**config.mk**
```make
export PLATFORM = sky130hd
export DESIGN_NAME = reorder_buffer
export DESIGN_NICKNAME = d
export VERILOG_FILES = /design/src/rtl/buffer_pkgs.sv /design/src/rtl/reorder_buffer.sv
export SDC_FILE = /design/constraint.sdc
export NUM_CORES = 1
export LEC_CHECK = 0
export ABC_AREA = 1
export ABC_CLOCK_PERIOD_IN_PS = 7000
export BUFFER_PORTS_ARGS = -buffer_cell sky130_fd_sc_hd__clkbuf_2
export CORE_ASPECT_RATIO = 0.6
export CORE_MARGIN = 1.5
export CORE_UTILIZATION = 49
export DETAILED_ROUTE_END_ITERATION = 10
export HOLD_SLACK_MARGIN = 0.06
export PLACE_DENSITY = 0.65
export REMOVE_ABC_BUFFERS = 1
export SLEW_MARGIN = 25
export SYNTH_ARGS = -nofsm -noshare
export SYNTH_HDL_FRONTEND = slang
export SYNTH_SLANG_ARGS = --single-unit
export TNS_END_PERCENT = 30
```
**constraint.sdc**
```tcl
create_clock -name clk_i -period 7 [get_ports clk_i]
set_input_delay 0.35 -clock clk_i [delete_from_list [all_inputs] [get_ports clk_i]]
set_output_delay 0.35 -clock clk_i [all_outputs]
set_load 0.01 [all_outputs]
```
**src/rtl/buffer_pkgs.sv**
```systemverilog
// Shared types for the rename/retire buffers: physical register width and
// the reorder-buffer entry layout.
package buffer_pkgs;

  parameter int PREG_W = 6;

  typedef struct packed {
    logic              valid;
    logic              completed;
    logic              has_dest;
    logic [4:0]        arch_rd;
    logic [PREG_W-1:0] dest_preg;
    logic [PREG_W-1:0] old_preg;
    logic [31:0]       pc;
  } rob_entry_t;

endpackage

```
**src/rtl/reorder_buffer.sv**
```systemverilog
// Reorder buffer: in-order dispatch at the tail, out-of-order completion by
// index, in-order commit from the head, single-cycle flush.
// Optional feature macro: ROB_WB_BYPASS_EN -- a completion strobe aimed at a
// valid head makes that head committable in the same cycle.
module reorder_buffer
  import buffer_pkgs::*;
#(
  parameter int DEPTH = 16
) (
  input  logic                     clk_i,
  input  logic                     rst_i,
  input  logic                     disp_valid_i,
  output logic                     disp_ready_o,
  input  logic [31:0]              disp_pc_i,
  input  logic                     disp_has_dest_i,
  input  logic [4:0]               disp_arch_rd_i,
  input  logic [PREG_W-1:0]        disp_dest_preg_i,
  input  logic [PREG_W-1:0]        disp_old_preg_i,
  output logic [$clog2(DEPTH)-1:0] disp_index_o,
  input  logic                     wb_valid_i,
  input  logic [$clog2(DEPTH)-1:0] wb_index_i,
  input  logic                     flush_i,
  output logic                     rob_commit_valid_o,
  output rob_entry_t               rob_commit_entry_o,
  output logic [$clog2(DEPTH)-1:0] rob_commit_index_o,
  input  logic                     rob_commit_ready_i,
  output logic [$clog2(DEPTH):0]   count_o
);

  localparam int IDX_W = $clog2(DEPTH);

  // Control state (reset)
  logic [IDX_W-1:0] head_q;
  logic [IDX_W-1:0] tail_q;
  logic [IDX_W:0]   count_q;
  logic [DEPTH-1:0] valid_q;
  logic [DEPTH-1:0] comp_q;

  // Payload storage (never reset; only meaningful where valid_q is set)
  logic [31:0]       pc_q       [DEPTH];
  logic              has_dest_q [DEPTH];
  logic [4:0]        arch_rd_q  [DEPTH];
  logic [PREG_W-1:0] dest_q     [DEPTH];
  logic [PREG_W-1:0] old_q      [DEPTH];

  logic head_done;
  logic disp_fire;
  logic commit_fire;

  // Count never exceeds DEPTH, so its MSB alone marks a full buffer.
  assign disp_ready_o = !count_q[IDX_W] && !flush_i;
  assign disp_fire    = disp_valid_i && disp_ready_o;
  assign disp_index_o = tail_q;
  assign count_o      = count_q;

`ifdef ROB_WB_BYPASS_EN
  assign head_done = comp_q[head_q] || (wb_valid_i && (wb_index_i == head_q));
`else
  assign head_done = comp_q[head_q];
`endif

  assign rob_commit_valid_o = valid_q[head_q] && head_done && !flush_i;
  assign rob_commit_index_o = head_q;
  assign commit_fire        = rob_commit_valid_o && rob_commit_ready_i;

  // Present the head entry combinationally, whether or not it is committable.
  always_comb begin
    rob_commit_entry_o           = '0;
    rob_commit_entry_o.valid     = valid_q[head_q];
    rob_commit_entry_o.completed = head_done;
    rob_commit_entry_o.has_dest  = has_dest_q[head_q];
    rob_commit_entry_o.arch_rd   = arch_rd_q[head_q];
    rob_commit_entry_o.dest_preg = dest_q[head_q];
    rob_commit_entry_o.old_preg  = old_q[head_q];
    rob_commit_entry_o.pc        = pc_q[head_q];
  end

  // Pointers, occupancy and per-entry status; reset beats flush beats the rest.
  always_ff @(posedge clk_i) begin
    if (!rst_i) begin
      head_q  <= '0;
      tail_q  <= '0;
      count_q <= '0;
      valid_q <= '0;
      comp_q  <= '0;
    end else if (flush_i) begin
      head_q  <= '0;
      tail_q  <= '0;
      count_q <= '0;
      valid_q <= '0;
      comp_q  <= '0;
    end else begin
      // Completion is applied first so a same-cycle commit of the head wins.
      if (wb_valid_i && valid_q[wb_index_i]) begin
        comp_q[wb_index_i] <= 1'b1;
      end
      if (disp_fire) begin
        valid_q[tail_q] <= 1'b1;
        comp_q[tail_q]  <= 1'b0;
        tail_q          <= tail_q + 1'b1;
      end
      if (commit_fire) begin
        valid_q[head_q] <= 1'b0;
        comp_q[head_q]  <= 1'b0;
        head_q          <= head_q + 1'b1;
      end
      case ({disp_fire, commit_fire})
        2'b10:   count_q <= count_q + 1'b1;
        2'b01:   count_q <= count_q - 1'b1;
        default: count_q <= count_q;
      endcase
    end
  end

  // Capture dispatched instruction fields into the tail slot.
  always_ff @(posedge clk_i) begin
    if (disp_fire) begin
      pc_q[tail_q]       <= disp_pc_i;
      has_dest_q[tail_q] <= disp_has_dest_i;
      arch_rd_q[tail_q]  <= disp_arch_rd_i;
      dest_q[tail_q]     <= disp_dest_preg_i;
      old_q[tail_q]      <= disp_old_preg_i;
    end
  end

endmodule
```
# Word-level counts from Yosys, hierarchy flattened
# Memory sizes are Yosys's and may differ from the RTL's. A register that Yosys moved wholly into a read port is not among the register bits.
# Index checks and enable logic that the tools add are counted.
[word_totals]
reg_bits = 45
mem_bits_rw = 800
word_cells = 79
mem_count = 5
[memory_table]
columns = ["memory", "words", "word_bits", "rd", "rd_clocked_by_memory_dff", "write_ports", "line", "rtl"]
rows = [
  ["pc_q", 16, 32, 1, 1, 1, "reorder_buffer.sv:40", "logic [31:0] pc_q [DEPTH];"],
  ["dest_q", 16, 6, 1, 1, 1, "reorder_buffer.sv:43", "logic [PREG_W-1:0] dest_q [DEPTH];"],
  ["old_q", 16, 6, 1, 1, 1, "reorder_buffer.sv:44", "logic [PREG_W-1:0] old_q [DEPTH];"],
  ["arch_rd_q", 16, 5, 1, 1, 1, "reorder_buffer.sv:42", "logic [4:0] arch_rd_q [DEPTH];"],
  ["has_dest_q", 16, 1, 1, 1, 1, "reorder_buffer.sv:41", "logic has_dest_q [DEPTH];"],
]
[classes]
addsub = 4
order_cmp = 6
eq_ne = 2
muxes = 36
n_bitwise = 8
reduce_logical = 13
[op_table]
columns = ["op", "count"]
rows = [
  ["$mux 16", 11],
  ["$and 16x16->16", 3],
  ["$mux 4", 10],
  ["$not 16->16", 2],
  ["$or 16x16->16", 2],
  ["$lt 4x5->1 const B", 3],
  ["$bmux 1 s4", 3],
  ["$demux 1 s4", 3],
  ["$ge 4x1->1 const B", 3],
  ["$pmux 5 s2", 1],
  ["$logic_and 1x1->1", 9],
  ["$add 4x1->4 const B", 2],
  ["$mux 1", 8],
  ["$add 5x1->5 const B", 1],
  ["$sub 5x1->5 const B", 1],
  ["$eq 2x1->1 const B", 1],
  ["$eq 2x2->1 const B", 1],
  ["$logic_not 1->1", 2],
  ["$reduce_bool 2->1", 1],
  ["$reduce_or 2->1", 1],
  ["$not 1->1", 1],
]

# Depth between registers and ports, before layout
# Gate-level depths: netlist of the first run.
[logic_depth]
depth_word = 14
depth_mapped = 22
ltp_nobuf = 20

# Least setup slack after synthesis of the first run
# Ideal clock, no wire load.
[synth_path]
path_type = "in2reg"
from = "in flush_i"
to = "mem arch_rd_q[11][0], enable pin"
setup_time_ns = 0.461
arrival_ns = 3.166
required_time_ns = 6.539
setup_slack_ns = 3.373
cell_stages = 5
n_path_buf = 0
path_cell_list = "nor2_1 -> nand2_1 -> inv_1 -> nand2_1 -> nor2_1"
[synth_between]
elab_chain_len = 5
[synth_lines]
columns = ["item", "line", "rtl"]
rows = [
  ["start, declared", "reorder_buffer.sv:22", "input logic flush_i,"],
  ["$logic_not 1->1", "reorder_buffer.sv:51", "assign disp_ready_o = !count_q[IDX_W] && !flush_i;"],
  ["$logic_and 1x1->1", "reorder_buffer.sv:51", ""],
  ["$logic_and 1x1->1", "reorder_buffer.sv:52", "assign disp_fire = disp_valid_i && disp_ready_o;"],
  ["$mux 1", "reorder_buffer.sv:117", "if (disp_fire) begin"],
  ["$mux 1 (not written as such)", "reorder_buffer.sv:120", "arch_rd_q[tail_q] <= disp_arch_rd_i;"],
  ["end, declared", "reorder_buffer.sv:42", ""],
]
# Every way passes these cells.

==> run_results.csv, run 1 <==
group,metric,value,unit
worst_hold_path,hold_path_startpoint,"disp_arch_rd_i[4]",
critical_path,rr_startpoint,"rob_commit_index_o[1]",
synthesis,synth.top_cell.area_share,69.5,%
synthesis,synth_seq_area_share,72.4,%
timing,setup_slack,3210,ps
timing,finalHoldViolations,0,
grt,track_usage,22.6,%
place,hpwl,40.6,mm
clock_tree,cts_hold_buffers,0,
critical_path,worst-r2r-setup-slack,3480,ps
clock_tree,htreeDepth,3,
place,dp.cells,3502,
cells_and_area,nets,2731,
grt,grt_antenna_before_repair,5,
critical_path,reg2regPathDepth,20,
power,power_frac_seq,56.0,%
clock_tree,cts_root_buf,"clkbuf_16",
cells_and_area,syn2layout_area_growth,11.6,%
synthesis,synth_simple_gate_area_share,4.33,%
clock_tree,cts.path.max_buffers,3,
synthesis,yosysTopAreaCell,"edfxtp_1",
critical_path,critPathArrivalTime,3440,ps
timing,drv_slew,0,
floorplanning,die_w,346,um
synthesis,syn-cell-area,34600,um2
cells_and_area,drive_above_1_share,11.0,%
cells_and_area,final_cell_area,38600,um2
synthesis,syn_area_per_cell,13.4,um2
timing,max_slew_margin,25.5,%
drt,ant_nets,0,
clock_tree,clkLatencyLatePin,630,ps
timing,setup_violations,0,
timing,finalCritPeriodShare,54.1,%
power,power.total,9960,uW
synthesis,synth_mux_area_share,5.79,%
drt,first_pass_iters,5,
critical_path,reg2reg_to,"count_o[4]",
floorplanning,dieArea,72200,um2
synthesis,synth_compound_area_share,12.0,%
place,dpl-instance-area,36000,um2
timing,finClkSkew,27.8,ps
outcome,outcome,"complete, no violations",
synthesis,netlist_instances,2578,
drt,drt-wirelength-per-cell,22.4,um
timing,finalSetupTns,0,ps
synthesis,netlist_top_cells_area,"edfxtp_1 (70%), mux2i_1 (5.8%), o211ai_1 (4.5%), o21ai_0 (3.8%), a21oi_1 (3.1%)",
power,p_int,8000,uW
drt,via_per_inst,5.68,
critical_path,crit_path_start_kind,"register",
cells_and_area,layout_commonest_cell,"edfxtp_1",
clock_tree,cts_buffers,79,
floorplanning,ios,127,
cells_and_area,layout_common_cells,"edfxtp_1 (800), o21ai_0 (265), inv_1 (258), a21oi_1 (213), o211ai_1 (207)",
synthesis,yosys.cell_types.count,31,
drt,first_iter_violations,2004,
clock_tree,cts_resized,0,
clock_tree,cts.sinks,849,
place,gp_congestion,0.859,
timing,tightestPinTransition,1120,ps
power,p_per_area,258,nW/um2
synthesis,yosysWarnings,0,
worst_hold_path,hold_end,"arch_rd_q[1][4]",
critical_path,endpoint_kind,"primary output",
critical_path,path_class,"register to primary output",
synthesis,synth_adder_area_share,0.398,%
drt,wl,81.7,mm
timing,rsz0062_at_grt,"no",
power,p_switching,1960,uW
synthesis,synth-seq-cells,849,
floorplanning,num_rows,75,
worst_hold_path,whs_path_depth,1,
power,p_leak,0.0127,uW
place,portBuffers,126,
clock_tree,cts_setup_buffers,0,
power,combPwrFrac,1.7,%
power,ir_drop,0.205,mV
drt,drc,0,
power,clockPowerShare,42.3,%
grt,gr-total-overflow,0,
place,post-place-ws,3440,ps
critical_path,worstPathRequired,6650,ps
clock_tree,cts_tree,"built",
floorplanning,die_height,209,um
synthesis,synth_top_family_by_area,"compound AO/OA/AOI/OAI gates",
grt,grt_pass1_vias,19900,
floorplanning,initial_core_util,49.5,%
grt,grt_pass1_wl,123,mm
critical_path,cp_max_fo,187,
job,cap_violations,0,
power,power_switching_share,19.7,%
grt,grt_max_degree,188,
worst_hold_path,min_path_type,"primary input to register",
timing,fmax,0.264,GHz
timing,fin_crit,3790,ps
clock_tree,clk_pin_slew,70,ps
floorplanning,core-area,69800,um2
synthesis,synth_xor_area_share,0.152,%
drt,via_count,20700,
cells_and_area,finalNonFillerCells,3650,
-- registers in the layout (all words and copies together) (netlist names), named ones only --
name                flops
pc_q                  512
dest_q                 96
old_q                  96
arch_rd_q              80
comp_q                 16
has_dest_q             16
valid_q                16
count_o                 5
disp_index_o            4
rob_commit_index_o      4
-- per-layer routing --
layer	vias to the layer above	track usage, %	share of wire (%)
li1	9632	-	-
met1	10200	33.4	46
met4	4	5.88	2.1
met5	-	0	0.042
met3	130	3.69	6.7
met2	725	34.9	45
-- synth_stat cells --
cell type,instances
nand4_1,5
nand2_2,4
o31ai_1,1
nand3_1,72
inv_2,6
o21ai_1,7
clkinv_1,2
buf_2,30
o211ai_1,207
a21oi_1,213
xor2_1,6
inv_4,1
o22ai_1,12
buf_6,1
nor2_1,90
mux2i_1,200
ha_1,11
o21a_1,1
nand3_4,1
clkbuf_1,113
nor3_1,1
o21ai_0,265
nand2_1,183
buf_4,12
inv_1,270
o21bai_1,8
edfxtp_1,800
nor2_2,5
buf_1,1
a22oi_1,1
dfxtp_1,49
-- metrics by stage --
step                      hold WS [ps]  util, %
final                              128     55.3
after global routing               127     55.2
after CTS                         93.9     55.2
after detailed placement           481     51.6
after global placement             483     51.6
after floorplan                    449        -
-- worst max-delay path: stages, from the launching register on --
cell and delay [ps]:
dfxtp_4 1000, buf_12 620, a21oi_1 150, o21ai_0 120, o21ai_0 140, o211ai_1 240
nand2_1 130, clkbuf_2 150
-- cells by family after synthesis --
kind of cell	Yosys count
DFF	849
AOI/OAI and AO/OA	715
buffers and inverters	436
and+or+nand+nor	361
muxes	200
adders and majority gates	11
xor gates and xnor gates	6
-- how the worst max path moves through the flow --
stage / from / slack, ps / endpoint
finish: register / 3210 / rob_commit_entry_o[13]
global route: register / 2980 / rob_commit_entry_o[25]
CTS: register / 3040 / rob_commit_entry_o[0]
detailed placement: flush_i / 3440 / dest_q[3][2]
global placement: rob_commit_index_o[1] / 3520 / count_o[4]
floorplan: register / -7170 / rob_commit_entry_o[13]
-- area by class of cell --
cell class	count	area, um2
timing repair buffer	158	956
multi-input combinational	1293	7870
sequential	849	25000
clock buffer	103	2110
inverter	279	1070
tap	924	1160
clock inverter	41	387
antenna	3	7.51
fill	5639	31200
-- power groups by stage --
stage	clock network [uW]	registers (uW)	logic (uW)
2_1_floorplan	0	5690	55.1
3_3_place_gp	0	5680	165
3_5_place_dp	0	5680	171
4_1_cts	4280	5570	172
5_1_grt	4470	5570	190
6_report	4210	5570	171
(Power assumes the default switching activity.)
==> run 2, diff against run 1 <==
--- a/config.mk
+++ b/config.mk
@@ -6,7 +6,7 @@
 export NUM_CORES = 1
 export LEC_CHECK = 0
 export ABC_AREA = 1
-export ABC_CLOCK_PERIOD_IN_PS = 7000
+export ABC_CLOCK_PERIOD_IN_PS = 3610
 export BUFFER_PORTS_ARGS = -buffer_cell sky130_fd_sc_hd__clkbuf_2
 export CORE_ASPECT_RATIO = 0.6
 export CORE_MARGIN = 1.5
==> constraint.sdc (replaced) <==
create_clock -name clk_i -period 3.61 [get_ports clk_i]
set_input_delay 0.1805 -clock clk_i [delete_from_list [all_inputs] [get_ports clk_i]]
set_output_delay 0.1805 -clock clk_i [all_outputs]
set_load 0.01 [all_outputs]
==> run 2 against run 1 <==
  * Largest cell class unchanged
  * Critical path type is now register to register
  * Clock power increased by 100%
  * Register-to-register slack got worse by 3200 ps
  * Core utilization increased by 1.5 points
  * Setup slack got worse by 2900 ps
  * Hold slack got worse by 1.0 ps
  * Clock skew decreased by 9.0 ps
  * First-iteration DRC count increased by 8.2%
  * Sequential power increased by 94%
  * Critical path depth increased by 13
==> run_results.csv, run 2 (synthesized netlist as in run 1, its figures left out) <==
group,metric,value,unit
floorplanning,ios,127,
grt,grt_max_degree,138,
clock_tree,clk_pin_slew,70,ps
cells_and_area,finalNonFillerCells,3730,
timing,finClkSkew,18.7,ps
critical_path,critPathArrivalTime,3800,ps
critical_path,crit_path_top_delay_cell,"dfxtp_1",
timing,fmax,0.304,GHz
clock_tree,htreeDepth,3,
drt,first_pass_iters,7,
cells_and_area,nets,2814,
drt,first_iter_violations,2168,
critical_path,endpoint_kind,"register",
floorplanning,num_rows,75,
timing,holdWs,127,ps
outcome,outcome,"complete, no violations",
place,gp_congestion,0.847,
critical_path,critPathTopFamily,"simple AND/OR/NAND/NOR gates",
floorplanning,die_w,346,um
critical_path,worstPathRequired,4120,ps
cells_and_area,drive_above_1_share,11.9,%
drt,wl,83.8,mm
drt,ant_nets,0,
timing,finalSetupTns,0,ps
place,portBuffers,126,
clock_tree,cts_resized,0,
power,ir_drop,0.375,mV
timing,drv_slew,0,
timing,setup_violations,0,
clock_tree,cts.path.max_buffers,3,
worst_hold_path,min_path_type,"primary input to register",
critical_path,crit_path_start_kind,"register",
power,p_leak,0.0132,uW
drt,via_count,20900,
floorplanning,initial_core_util,49.5,%
floorplanning,dieArea,72200,um2
timing,finalCritPeriodShare,91.1,%
floorplanning,die_height,209,um
drt,via_per_inst,5.61,
clock_tree,cts_tree,"built",
cells_and_area,layout_commonest_cell,"edfxtp_1",
timing,rsz0062_at_grt,"no",
clock_tree,cts_setup_buffers,0,
critical_path,slowest_delay,750,ps
clock_tree,cts_buffers,79,
clock_tree,cts_hold_buffers,58,
grt,grt_antenna_before_repair,2,
cells_and_area,regMostFlops,"pc_q",
floorplanning,core-area,69800,um2
clock_tree,cts.sinks,849,
grt,track_usage,23.2,%
critical_path,cp.buffers_inverters,3,
critical_path,path_class,"register to register",
timing,setup_slack,321,ps
critical_path,crit_top_cell,"nand2_1",
critical_path,cp_max_fo,16,
critical_path,path_cells,"inv_2 -> nand2_1 -> nand3_1 -> nand2_1 -> nand2_1 -> nand2_1 -> nor2_1 -> nor2_2 -> nand3_4 -> inv_4 -> ha_1 -> xor2_1 -> ha_1 -> inv_1 -> nand2_1 -> nand3_1 -> o31ai_1 -> o211ai_1 -> o21ai_0 -> a21oi_1",
drt,drc,0,
grt,grt_pass1_wl,126,mm
timing,finalHoldViolations,0,
cells_and_area,reg_top3,"pc_q x512, dest_q x96, old_q x96",
clock_tree,cts_root_buf,"clkbuf_16",
clock_tree,clkLatencyLatePin,630,ps
timing,max_slew_margin,35.2,%
timing,tightestPinTransition,972,ps
cells_and_area,syn2layout_area_growth,14.7,%
place,hpwl,44.4,mm
grt,gr-total-overflow,0,
power,p_per_area,495,nW/um2
cells_and_area,largest_reg_flops,512,
power,power.total,19600,uW
cells_and_area,layout_common_cells,"edfxtp_1 (800), o21ai_0 (265), inv_1 (258), a21oi_1 (213), o211ai_1 (207)",
grt,grt_pass1_vias,20300,
timing,fin_crit,3290,ps
drt,drt-wirelength-per-cell,22.5,um
place,post-place-ws,422,ps
job,cap_violations,0,
place,dp.cells,3528,
[run 2: worst paths after layout]
kind,startpoint,end,slack [ps],cells past startpoint
setup / recovery,rob_commit_index_o[0],count_o[4],320,20
hold / removal,wb_index_i[0],comp_q[10],130,6
setup reg to reg,rob_commit_index_o[0],count_o[4],320,20
hold reg to reg,count_o[4],count_o[4],490,2
[run 2: power by group]
group | internal, uW | switching, uW | leakage (uW)
registers | 10800 | 9.72 | 0.00760
clock network | 4770 | 3630 | 0.00125
logic | 122 | 279 | 0.00431
total | 15700 | 3920 | 0.0132
[run 2: metal layers]
metal,up-vias,wire (um),track usage [%]
li1,9784,-,-
met1,10400,39100,35.3
met2,676,38000,35.4
met3,97,5300,3.46
met4,0,1400,5.10
met5,-,0,0
[run 2: worst min-delay path: cells and delay by family]
kind	cells	cell delay [ps]
AND/OR/NAND/NOR	4	320
buffers and inverters	1	150
AO/OA/AOI/OAI	1	70
[run 2: final cells by class]
class | count | area, um2
Tap cell | 924 | 1160
Sequential cell | 849 | 25000
Timing Repair Buffer | 241 | 1950
Inverter | 279 | 1070
Clock inverter | 48 | 479
Antenna cell | 1 | 2.50
Clock buffer | 95 | 2080
Multi-Input combinational cell | 1293 | 7870
Fill cell | 5654 | 30200
[run 2: per-stage QoR]
step	instance area [um2]	utilization, %
floorplan	33900	-
global placement	36500	52.3
detailed placement	36500	52.3
CTS	39600	56.8
global route	39600	56.8
finish	39600	56.8
